## config.mk

```make
export PLATFORM = sky130hd
export DESIGN_NAME = shifter_arbiter
export DESIGN_NICKNAME = d
export VERILOG_FILES = /design/src/rtl/shifter_arb_pkg.sv /design/src/rtl/shifter_arbiter_rr.sv /design/src/rtl/shifter_arbiter.sv
export SDC_FILE = /design/constraint.sdc
export NUM_CORES = 1
export LEC_CHECK = 0
export BUFFER_PORTS_ARGS = -buffer_cell sky130_fd_sc_hd__buf_2
export CAP_MARGIN = 20
export CORE_ASPECT_RATIO = 1.2
export CORE_MARGIN = 5
export CORE_UTILIZATION = 40
export DETAILED_ROUTE_END_ITERATION = 10
export GPL_TIMING_DRIVEN = 0
export HOLD_SLACK_MARGIN = 0.05
export PLACE_DENSITY = 0.65
export RECOVER_POWER = 25
export SLEW_MARGIN = 10
export SYNTH_ARGS = -nofsm -noshare
export SYNTH_HDL_FRONTEND = slang
export SYNTH_SLANG_ARGS = --single-unit
```

## constraint.sdc

```tcl
create_clock -name clk -period 1.6 [get_ports clk]
set_clock_uncertainty 0.1 [all_clocks]
set_input_delay 0.32 -clock clk [delete_from_list [all_inputs] [get_ports clk]]
set_output_delay 0.32 -clock clk [all_outputs]
set_load 0.1 [all_outputs]
```

## src/rtl/shifter_arb_pkg.sv

```systemverilog
// ============================================================================
// Module  : shifter_arb_pkg
// Brief   : Shared constants, FSM encoding and shift helper for the
//           shifter_arbiter codebase slice.
// Rev     : 1.0  initial release
// ============================================================================
`default_nettype none

package shifter_arb_pkg;

  localparam int DATA_W  = 8;
  localparam int SHAMT_W = 3;

  // Arbiter FSM encoding
  localparam logic [1:0] IDLE  = 2'd0;
  localparam logic [1:0] SHIFT = 2'd1;
  localparam logic [1:0] RESP  = 2'd2;

  // Shared 8-bit logical barrel shifter: left=1 moves bits toward the MSB,
  // vacated positions are zero filled.
  function automatic logic [DATA_W-1:0] shift8(
    input logic [DATA_W-1:0]  din,
    input logic [SHAMT_W-1:0] sh,
    input logic               left
  );
    if (left) return din << sh;
    else      return din >> sh;
  endfunction

endpackage

`default_nettype wire

```

## src/rtl/shifter_arbiter_rr.sv

```systemverilog
// ============================================================================
// Module  : rr_arbiter
// Brief   : Combinational round-robin picker. Returns the first set request
//           at or after the pointer, wrapping from NREQ-1 back to 0.
// Rev     : 1.0  initial release
// ============================================================================
`default_nettype none

module rr_arbiter
  import shifter_arb_pkg::*;
#(
  parameter int NREQ = 2,
  parameter int IDW  = 1
) (
  input  logic [NREQ-1:0] req,
  input  logic [IDW-1:0]  ptr,
  output logic [NREQ-1:0] win,
  output logic [IDW-1:0]  win_idx,
  output logic            any
);

  // Two priority passes: upper segment [ptr..NREQ-1] first, then the
  // wrap-around segment, which together give rotating priority.
  always_comb begin
    win     = '0;
    win_idx = '0;
    any     = 1'b0;
    for (int i = 0; i < NREQ; i++) begin
      if (!any && req[i] && (i >= int'(ptr))) begin
        any     = 1'b1;
        win[i]  = 1'b1;
        win_idx = IDW'(i);
      end
    end
    for (int i = 0; i < NREQ; i++) begin
      if (!any && req[i]) begin
        any     = 1'b1;
        win[i]  = 1'b1;
        win_idx = IDW'(i);
      end
    end
  end

endmodule

`default_nettype wire

```

## src/rtl/shifter_arbiter.sv

```systemverilog
// ============================================================================
// Module  : shifter_arbiter
// Brief   : Shares one 8-bit barrel shifter among NREQ requesters using
//           round-robin arbitration; one operation in flight, result held
//           behind a valid/ready handshake.
// Options : SHIFT_ARB_ROTATE_EN adds rot_in (per-requester rotate select).
// Rev     : 1.0  initial release
// ============================================================================
`default_nettype none

module shifter_arbiter
  import shifter_arb_pkg::*;
#(
  parameter  int NREQ = 2,
  localparam int IDW  = (NREQ > 1) ? $clog2(NREQ) : 1
) (
  input  logic                    clk,
  input  logic                    rst,
  input  logic [NREQ-1:0]         req,
  input  logic [DATA_W*NREQ-1:0]  data_in,
  input  logic [SHAMT_W*NREQ-1:0] shamt_in,
  input  logic [NREQ-1:0]         dir_in,
`ifdef SHIFT_ARB_ROTATE_EN
  input  logic [NREQ-1:0]         rot_in,
`endif
  output logic [NREQ-1:0]         gnt,
  output logic                    out_valid,
  input  logic                    out_ready,
  output logic [DATA_W-1:0]       out_data,
  output logic [IDW-1:0]          out_id
);

  logic [1:0]         r_state;
  logic [1:0]         w_next_state;
  logic [IDW-1:0]     r_ptr;
  logic [IDW-1:0]     r_id;
  logic [DATA_W-1:0]  r_data;
  logic [SHAMT_W-1:0] r_shamt;
  logic               r_dir;
  logic [NREQ-1:0]    w_win;
  logic [IDW-1:0]     w_win_idx;
  logic               w_any;
  logic [DATA_W-1:0]  w_sel_data;
  logic [SHAMT_W-1:0] w_sel_shamt;
  logic               w_sel_dir;
  logic [DATA_W-1:0]  w_result;
  logic [IDW-1:0]     w_ptr_next;
`ifdef SHIFT_ARB_ROTATE_EN
  logic               r_rot;
  logic               w_sel_rot;
  logic [SHAMT_W-1:0] w_rev_amt;
`endif

  rr_arbiter #(
    .NREQ (NREQ),
    .IDW  (IDW)
  ) u_rr (
    .req     (req),
    .ptr     (r_ptr),
    .win     (w_win),
    .win_idx (w_win_idx),
    .any     (w_any)
  );

  // Operand mux driven by the one-hot winner
  always_comb begin
    w_sel_data  = '0;
    w_sel_shamt = '0;
    w_sel_dir   = 1'b0;
`ifdef SHIFT_ARB_ROTATE_EN
    w_sel_rot   = 1'b0;
`endif
    for (int i = 0; i < NREQ; i++) begin
      if (w_win[i]) begin
        w_sel_data  = data_in[i*DATA_W +: DATA_W];
        w_sel_shamt = shamt_in[i*SHAMT_W +: SHAMT_W];
        w_sel_dir   = dir_in[i];
`ifdef SHIFT_ARB_ROTATE_EN
        w_sel_rot   = rot_in[i];
`endif
      end
    end
  end

`ifdef SHIFT_ARB_ROTATE_EN
  // Rotate = shift one way OR'd with the complementary shift by (8-shamt)
  // the other way; shamt=0 makes both terms the operand itself.
  assign w_rev_amt = ~r_shamt + 1'b1;
  assign w_result  = r_rot ? (shift8(r_data, r_shamt, r_dir) |
                              shift8(r_data, w_rev_amt, ~r_dir))
                           : shift8(r_data, r_shamt, r_dir);
`else
  assign w_result  = shift8(r_data, r_shamt, r_dir);
`endif

  assign w_ptr_next = (r_id == IDW'(NREQ - 1)) ? '0 : r_id + 1'b1;

  // FSM state register
  always_ff @(posedge clk or posedge rst) begin
    if (rst) r_state <= IDLE;
    else     r_state <= w_next_state;
  end

  // FSM next-state logic
  always_comb begin
    w_next_state = r_state;
    case (r_state)
      IDLE:    if (w_any) w_next_state = SHIFT;
      SHIFT:   w_next_state = RESP;
      RESP:    if (out_valid && out_ready) w_next_state = IDLE;
      default: w_next_state = IDLE;
    endcase
  end

  // FSM output: grant is a one-cycle pulse, only in IDLE, held low in reset
  always_comb begin
    gnt = '0;
    if (!rst && (r_state == IDLE)) gnt = w_win;
  end

  // Datapath: latch operands on grant, register result, pointer on handshake
  always_ff @(posedge clk or posedge rst) begin
    if (rst) begin
      r_ptr     <= '0;
      r_id      <= '0;
      r_data    <= '0;
      r_shamt   <= '0;
      r_dir     <= 1'b0;
`ifdef SHIFT_ARB_ROTATE_EN
      r_rot     <= 1'b0;
`endif
      out_valid <= 1'b0;
      out_data  <= '0;
      out_id    <= '0;
    end else begin
      case (r_state)
        IDLE: if (w_any) begin
          r_id    <= w_win_idx;
          r_data  <= w_sel_data;
          r_shamt <= w_sel_shamt;
          r_dir   <= w_sel_dir;
`ifdef SHIFT_ARB_ROTATE_EN
          r_rot   <= w_sel_rot;
`endif
        end
        SHIFT: begin
          out_data  <= w_result;
          out_id    <= r_id;
          out_valid <= 1'b1;
        end
        RESP: if (out_valid && out_ready) begin
          out_valid <= 1'b0;
          r_ptr     <= w_ptr_next;
        end
        default: ;
      endcase
    end
  end

endmodule

`default_nettype wire

```

* Yosys cells after proc, flatten, opt, wreduce, memory -nomap -nowiden
Index checks and enable logic that the tools add are counted.
Widths: inputs -> output; s select.
** Word-level totals
- Memories kept :: 0
- Register bits :: 26
- Output and inout port bits :: 12
- Logic and storage cells :: 56
- Bits in writable memories :: 0
- Bits of input ports :: 29
- Memory bits (read-only) :: 0
- Latch bits :: 0
** Operators by class
- Mux-type cells :: 23
- Order comparisons :: 1
- Bitwise logic cells :: 0
- Shift operators :: 2
- $mul :: 0
- Reduce and logical (&&, ||, !) cells :: 16
- Eq/ne operators :: 4
- $add $sub $neg :: 1
- Div/mod/pow operators :: 0
** Operators by type and width (number)
- $mux 8 :: 3
- $mux 1 :: 13
- $reduce_and 2->1 :: 4
- $shl 8x3->8 :: 1
- $shr 8x3->8 :: 1
- $logic_and 1x1->1 :: 6
- $mux 2 :: 3
- $mux 3 :: 2
- $pmux 2 s3 :: 1
- $logic_not 1->1 :: 4
- $eq 2x1->1 const B :: 1
- $eq 2x2->1 const B :: 1
- $logic_not 2->1 :: 1
- $ne 2x1->1 const B :: 1
- $ne 2x2->1 const B :: 1
- $pmux 1 s2 :: 1
- $reduce_bool 2->1 :: 1
- $add 1x1->1 const B :: 1
- $ge 1x1->1 const A :: 1

* Longest topological paths before layout
Gate-level depths: netlist of run 1.
- Depth after elaboration :: 14
- Mapped depth :: 6
- Gate-level depth less buffers :: 5

* By module
A second synthesis of run 1 with hierarchy kept.
** Unflattened totals
- Cell total of the unflattened synthesis :: 195
- Area, all modules :: 1760.4 µm²
** Modules (own cells, without submodules)
- shifter_arbiter :: cells an instance 190, area an instance 1727.9 µm², seq. area each 650.6 µm², instances 1
- rr_arbiter :: cells an instance 5, area an instance 32.5 µm², seq. area each 0.0 µm², instances 1

* Least setup slack after synthesis of run 1
No wires, ideal clock.
- Path kind :: register to output
- Start :: register r_state[1]
- End :: output gnt[1]
- Required time :: 1180 ps
- Cell stages (with the launch flop) :: 2
- Arrival time :: 3347 ps
- Path buffers :: 0
- Setup slack :: -2167 ps
- Cell sequence :: dfrtp_1 nor4_1
** On the way
- Longest elaborated chain between the ends :: 3
** RTL lines
- from (decl) :: line shifter_arbiter.sv:33 : logic [1:0] r_state;
- from (signal assigned) :: line shifter_arbiter.sv:101 : else r_state <= w_next_state;
- $logic_not 2->1 :: line shifter_arbiter.sv:118 : if (!rst && (r_state == IDLE)) gnt = w_win;
- $logic_and 1x1->1 :: line shifter_arbiter.sv:118
- $mux 2 :: line shifter_arbiter.sv:118
- to (decl) :: line shifter_arbiter.sv:26 : output logic [NREQ-1:0] gnt,
Every way passes these cells.

* Worst setup path in the final report of run 1
- Start :: register r_state[0]
- End :: output gnt[1]
Same word-level chain as after synthesis.

==> results.yml, run 1 <==
timing:
  fin_crit_ns: 1.70
  slew_violations: 0
  whs_ns: 0.0616
  fmax_mhz: 587
  rsz0062_at_grt: "true"
  tightestPinTransition_ns: 0.655
  setup-violations-final: 2
  period_share_pct: 106
  finalHoldViolations: 0
  max_slew_margin_pct: 56.1
  layout_setup_ws_ns: -0.103
logic_synthesis:
  ys_types: 42
  yosysTopAreaCellShare_pct: 39.8
  synth_edf_count: 0
  synth_ff_type: "dfrtp_1"
  yosysMostFrequentCell: "dfrtp_1"
  yosysTopAreaCell: "dfrtp_1"
  synth-seq-cells: 26
  syn_area_sq_um: 1630
  yosys_warnings: 0
  syn_inst: 173
  netlist_top_cells_count: "dfrtp_1, nand2_1, a21oi_1, a221o_1, and2_1"
  ys_seq_area_share_pct: 39.8
  asyncSetResetFlopFracSynth_pct: 100
  synth_fp_nets: 202
  ys_top_cells_by_area: "dfrtp_1, a221o_1, mux2i_1"
  syn_area_per_cell_sq_um: 9.44
global_route:
  grt_pass1_vias: 1545
  antenna_found_initial: 0
  grt_pass1_wl_um: 7420
  track_usage_pct: 17.9
  overflow: 0
  grt_max_degree: 15
routing:
  ant_nets: 0
  avgViaCountPerCell: 5.56
  drt-initial-drc-count: 65
  routed_wl_um: 4570
  vias: 1529
  routedWlPerCell_um: 16.6
  dr.pass1.iters: 4
  drc_errors: 0
critical_path:
  rr_endpoint: "out_data[0]"
  critPathKind: "reg2out"
  ff2ff_path_depth: 5
  setup.worst_path.end_class: "output pin"
  worstPathMaxFanout: 4
  critPathLaunchType: "flip-flop"
  worstPathArrival_ns: 1.28
  crit_start: "r_state[0]"
  worstReg2RegStart: "r_shamt[1]"
  required_ns: 1.18
  reg2reg_slack_ns: 0.02
finish:
  num-nets-final: 251
  drive_gt1_share_pct: 38.9
  area_delta_synth_final_pct: 30.7
  insertedDiodeCount: 0
clock_network:
  clk_path_buf_depth: 2
  cts_tree: "built"
  cts_root_buf: "clkbuf_8"
  cts_buffers: 3
  clock_latency_ns: 0.28
  clk_pin_slew_ns: 0.09
  cts.sinks: 26
  h-tree-depth: 1
outcome:
  violations: "negative setup slack"
  outcome: "finished with violations"
floorplanning:
  io_pins: 41
  die_y_um: 80.0
  num_rows: 25
  die-area_sq_um: 5470
  coreArea_sq_um: 3940
  start_util_pct: 41.4
  die_w_um: 68.3
run:
  drv_cap: 0
place:
  gp_congestion: 0.867
  portBuffers: 40
  dp_hpwl_um: 3190
hold_path:
  hold_class: "in2async"
==> final cells by class <==
| cell class | instances | area, sq um |
|---|---|---|
| Clock buffer | 4 | 55.1 |
| Sequential cell | 26 | 659 |
| Tap cell | 54 | 67.6 |
| Inverter | 4 | 22.5 |
| Buffer | 13 | 92.6 |
| Timing Repair Buffer | 44 | 254 |
| Timing Repair inverter | 1 | 5.00 |
| Fill cell | 384 | 1810 |
| Multi-Input combinational cell | 129 | 977 |
==> metrics by stage <==
stage | cells | setup TNS, ns | utilization [%] | setup slack, ns | cell area (sq um)
floorplan | 173 | -0.342 | - | -0.342 | 1650
global placement | 267 | -0.971 | 48.8 | -0.493 | 1920
detailed placement | 267 | -1.22 | 48.8 | -0.524 | 1920
CTS | 275 | -0.198 | 53.0 | -0.101 | 2090
global route | 275 | -1.17 | 54.1 | -0.160 | 2130
finish | 275 | -0.194 | 54.1 | -0.103 | 2130
==> worst max-delay path: stages, from the launching register on <==
cell	delay, ns
dfrtp_2	0.46
nor4_4	0.28
buf_6	0.26
==> state kept, by name, indices dropped and copies added, names as in the netlist <==
signal	cells
r_state	2
out_valid	1
r_id	1
out_id	1
r_ptr	1
r_data	8
r_dir	1
r_shamt	3
out_data	8
==> layout by cell type, fill, tap and decap left out, types with 2 or more instances in the layout <==
cell / netlist / routed
clkbuf_2: 0 / 3
nand2b_1: 2 / 2
buf_6: 3 / 3
a21oi_1: 14 / 14
nor2_1: 10 / 9
buf_2: 6 / 43
clkbuf_8: 0 / 4
a221o_1: 13 / 13
clkinvlp_4: 0 / 2
nor2b_1: 7 / 6
and3_1: 2 / 2
a31oi_1: 3 / 3
mux2i_1: 10 / 8
and2_1: 12 / 12
dfrtp_1: 26 / 19
o21ai_1: 6 / 7
a32oi_1: 2 / 2
nand2_1: 18 / 18
buf_4: 1 / 4
dfrtp_2: 0 / 7
a2111oi_4: 0 / 2
nand3b_1: 3 / 3
a22oi_1: 2 / 2
==> how the worst max path moves through the flow <==
stage,end,slack (ns),depth (start not counted)
after CTS,gnt[1],-0.10,2
after detailed placement,gnt[0],-0.52,4
after global routing,gnt[1],-0.16,2
after floorplan,gnt[1],-0.34,1
final,gnt[1],-0.10,2
after global placement,gnt[0],-0.49,4
==> kinds of logic (layout without fill, tap and decap cells) <==
kind of cell	Yosys count	after routing	synth area share (%)
DFF	26	26	39.8
muxes	13	13	8.89
AOI/OAI and AO/OA	51	51	22.9
and+or+nand+nor	65	65	22.1
buffers and inverters	18	66	6.21
==> metal layers <==
metal,GRT usage (%),part of all wire [%],vias up,wire length [um]
met4,8.15,3.2,0,144
met1,23.4,43,735,1950
met2,29.1,50,40,2290
li1,-,-,743,-
met3,1.83,4.1,11,186
met5,0,0,-,0
==> timing repair <==
item                                   CTS  global route
pin swaps                                3             1
buffers inserted                         3             0
endpoints found under the hold margin   13             0
hold buffers                             1             0
gates resized for setup                 21            13
setup endpoints to repair               14            21
gates cloned                             1             0
Power of run 1 is not shown: default switching activity piles up to over one toggle a cycle in this logic, so the estimate is an artifact.
==> run 2, diff against run 1 <==
--- a/config.mk
+++ b/config.mk
@@ -13,7 +13,7 @@
 export DETAILED_ROUTE_END_ITERATION = 10
 export GPL_TIMING_DRIVEN = 0
 export HOLD_SLACK_MARGIN = 0.05
-export PLACE_DENSITY = 0.65
+export PLACE_DENSITY = 0.74
 export RECOVER_POWER = 25
 export SLEW_MARGIN = 10
 export SYNTH_ARGS = -nofsm -noshare
==> run 2 against run 1 <==
Compared with the run above: the run still ends with negative setup slack left; critical path depth is 2 higher; worst setup slack worse by 0.0083 ns; final cell count is 0.73% higher; via count is 2.8% higher; first-iteration DRC count up 45%; maximum frequency decreased by 0.48%; hold slack worse by 0.0060 ns; highest routed layer unchanged.
==> results.yml, run 2 (synthesized netlist as in run 1, its figures left out) <==
critical_path:
  required_ns: 1.18
  critPathLaunchType: "flip-flop"
  path_buf_inv: 2
  critPathKind: "reg2out"
  crit_family: "flip-flops"
  worstPathArrival_ns: 1.29
  worstReg2RegStart: "r_shamt[1]"
  path_cells: "buf_6 -> nand2_4 -> and4_4 -> buf_12"
  critPathMaxStageDelay_ns: 0.42
  worstPathMaxFanout: 2
  crit_start: "r_ptr"
  ff2ff_path_depth: 5
  rr_endpoint: "out_data[0]"
  cpMaxStageDelayCell: "dfrtp_1"
  setup.worst_path.end_class: "output pin"
  reg2reg_slack_ns: 0.03
global_route:
  track_usage_pct: 18.1
  grt_pass1_vias: 1601
  grt_max_degree: 15
  grt_pass1_wl_um: 7460
  antenna_found_initial: 0
  overflow: 0
timing:
  slew_violations: 0
  finalHoldViolations: 0
  fin_crit_ns: 1.71
  rsz0062_at_grt: "true"
  fmax_mhz: 584
  max_slew_margin_pct: 58.7
  period_share_pct: 107
  tightestPinTransition_ns: 0.615
  layout_setup_ws_ns: -0.111
  setup-violations-final: 2
finish:
  top_regs: "out_data: 8 flops, r_data: 8 flops, r_shamt: 3 flops"
  insertedDiodeCount: 0
  drive_gt1_share_pct: 40.4
  area_delta_synth_final_pct: 33.4
  num-nets-final: 253
  final_common_cell: "buf_2"
  layout_common_cells: "buf_2, dfrtp_1, nand2_1"
  fillers: 383
outcome:
  violations: "negative setup slack"
  outcome: "finished with violations"
clock_network:
  cts_tree: "built"
  clk_path_buf_depth: 2
  cts.sinks: 26
  cts_root_buf: "clkbuf_8"
  clock_latency_ns: 0.27
  cts_buffers: 3
  clk_pin_slew_ns: 0.09
  h-tree-depth: 1
place:
  dp_hpwl_um: 3130
  portBuffers: 40
  place_ws_ns: -0.495
  gp_congestion: 0.855
run:
  drv_cap: 0
hold_path:
  hold_class: "in2async"
routing:
  dr.pass1.iters: 4
  ant_nets: 0
  drt-initial-drc-count: 94
  avgViaCountPerCell: 5.68
  routed_wl_um: 4670
  drc_errors: 0
  vias: 1572
  routedWlPerCell_um: 16.9
floorplanning:
  die-area_sq_um: 5470
  die_w_um: 68.3
  die_y_um: 80.0
  start_util_pct: 41.4
  io_pins: 41
  coreArea_sq_um: 3940
  num_rows: 25
run 2: cell types whose count changed in the layout (fill, tap and decap cells not counted), sizes merged:
cell and delta:
clkbuf -1, buf +3
run 2: layout make-up:
type,instances,area [sq um],area share [%]
Buffer,13,97.6,4.48
Clock buffer,4,55.1,2.53
Inverter,4,22.5,1.03
Multi-Input combinational cell,129,1000,46.0
Sequential cell,26,657,30.2
Tap cell,54,67.6,3.10
Timing Repair Buffer,46,273,12.5
Timing Repair inverter,1,5.00,0.230
run 2: worst max path at each step:
stage	endpoint	slack, ns	cells after the start
6_report	gnt[0]	-0.11	4
5_1_grt	gnt[1]	-0.14	2
4_1_cts	gnt[0]	-0.09	3
3_5_place_dp	gnt[0]	-0.49	4
3_3_place_gp	gnt[0]	-0.48	4
2_1_floorplan	gnt[1]	-0.34	1
run 2: what timing repair did:
action                                  CTS  global route
endpoints found under the setup margin   13            21
resized for setup                        19            22
endpoints found under the hold margin    13             0
cloned                                    1             0
pin swaps                                 4             7
buffers inserted                          4             1
hold buffers                              1             0
run 2: routing by layer:
| metal | global-route usage (%) | wire length [um] |
|---|---|---|
| met1 | 22.7 | 1850 |
| met2 | 30.2 | 2470 |
| met3 | 2.82 | 235 |
| met4 | 7.95 | 114 |
| met5 | 0 | 0 |
run 2: metrics by stage:
| step | setup TNS (ns) | cell area, sq um | util (%) | hold slack [ns] | instances |
|---|---|---|---|---|---|
| after CTS | -0.186 | 2080 | 52.7 | 0.0731 | 276 |
| after detailed placement | -1.04 | 1920 | 48.8 | 0.338 | 267 |
| after floorplan | -0.342 | 1650 | - | 0.115 | 173 |
| final | -0.200 | 2180 | 55.3 | 0.0556 | 277 |
| after global routing | -0.898 | 2180 | 55.3 | 0.112 | 277 |
| after global placement | -0.875 | 1920 | 48.8 | 0.331 | 267 |
Power of run 2 is left out for the same reason.
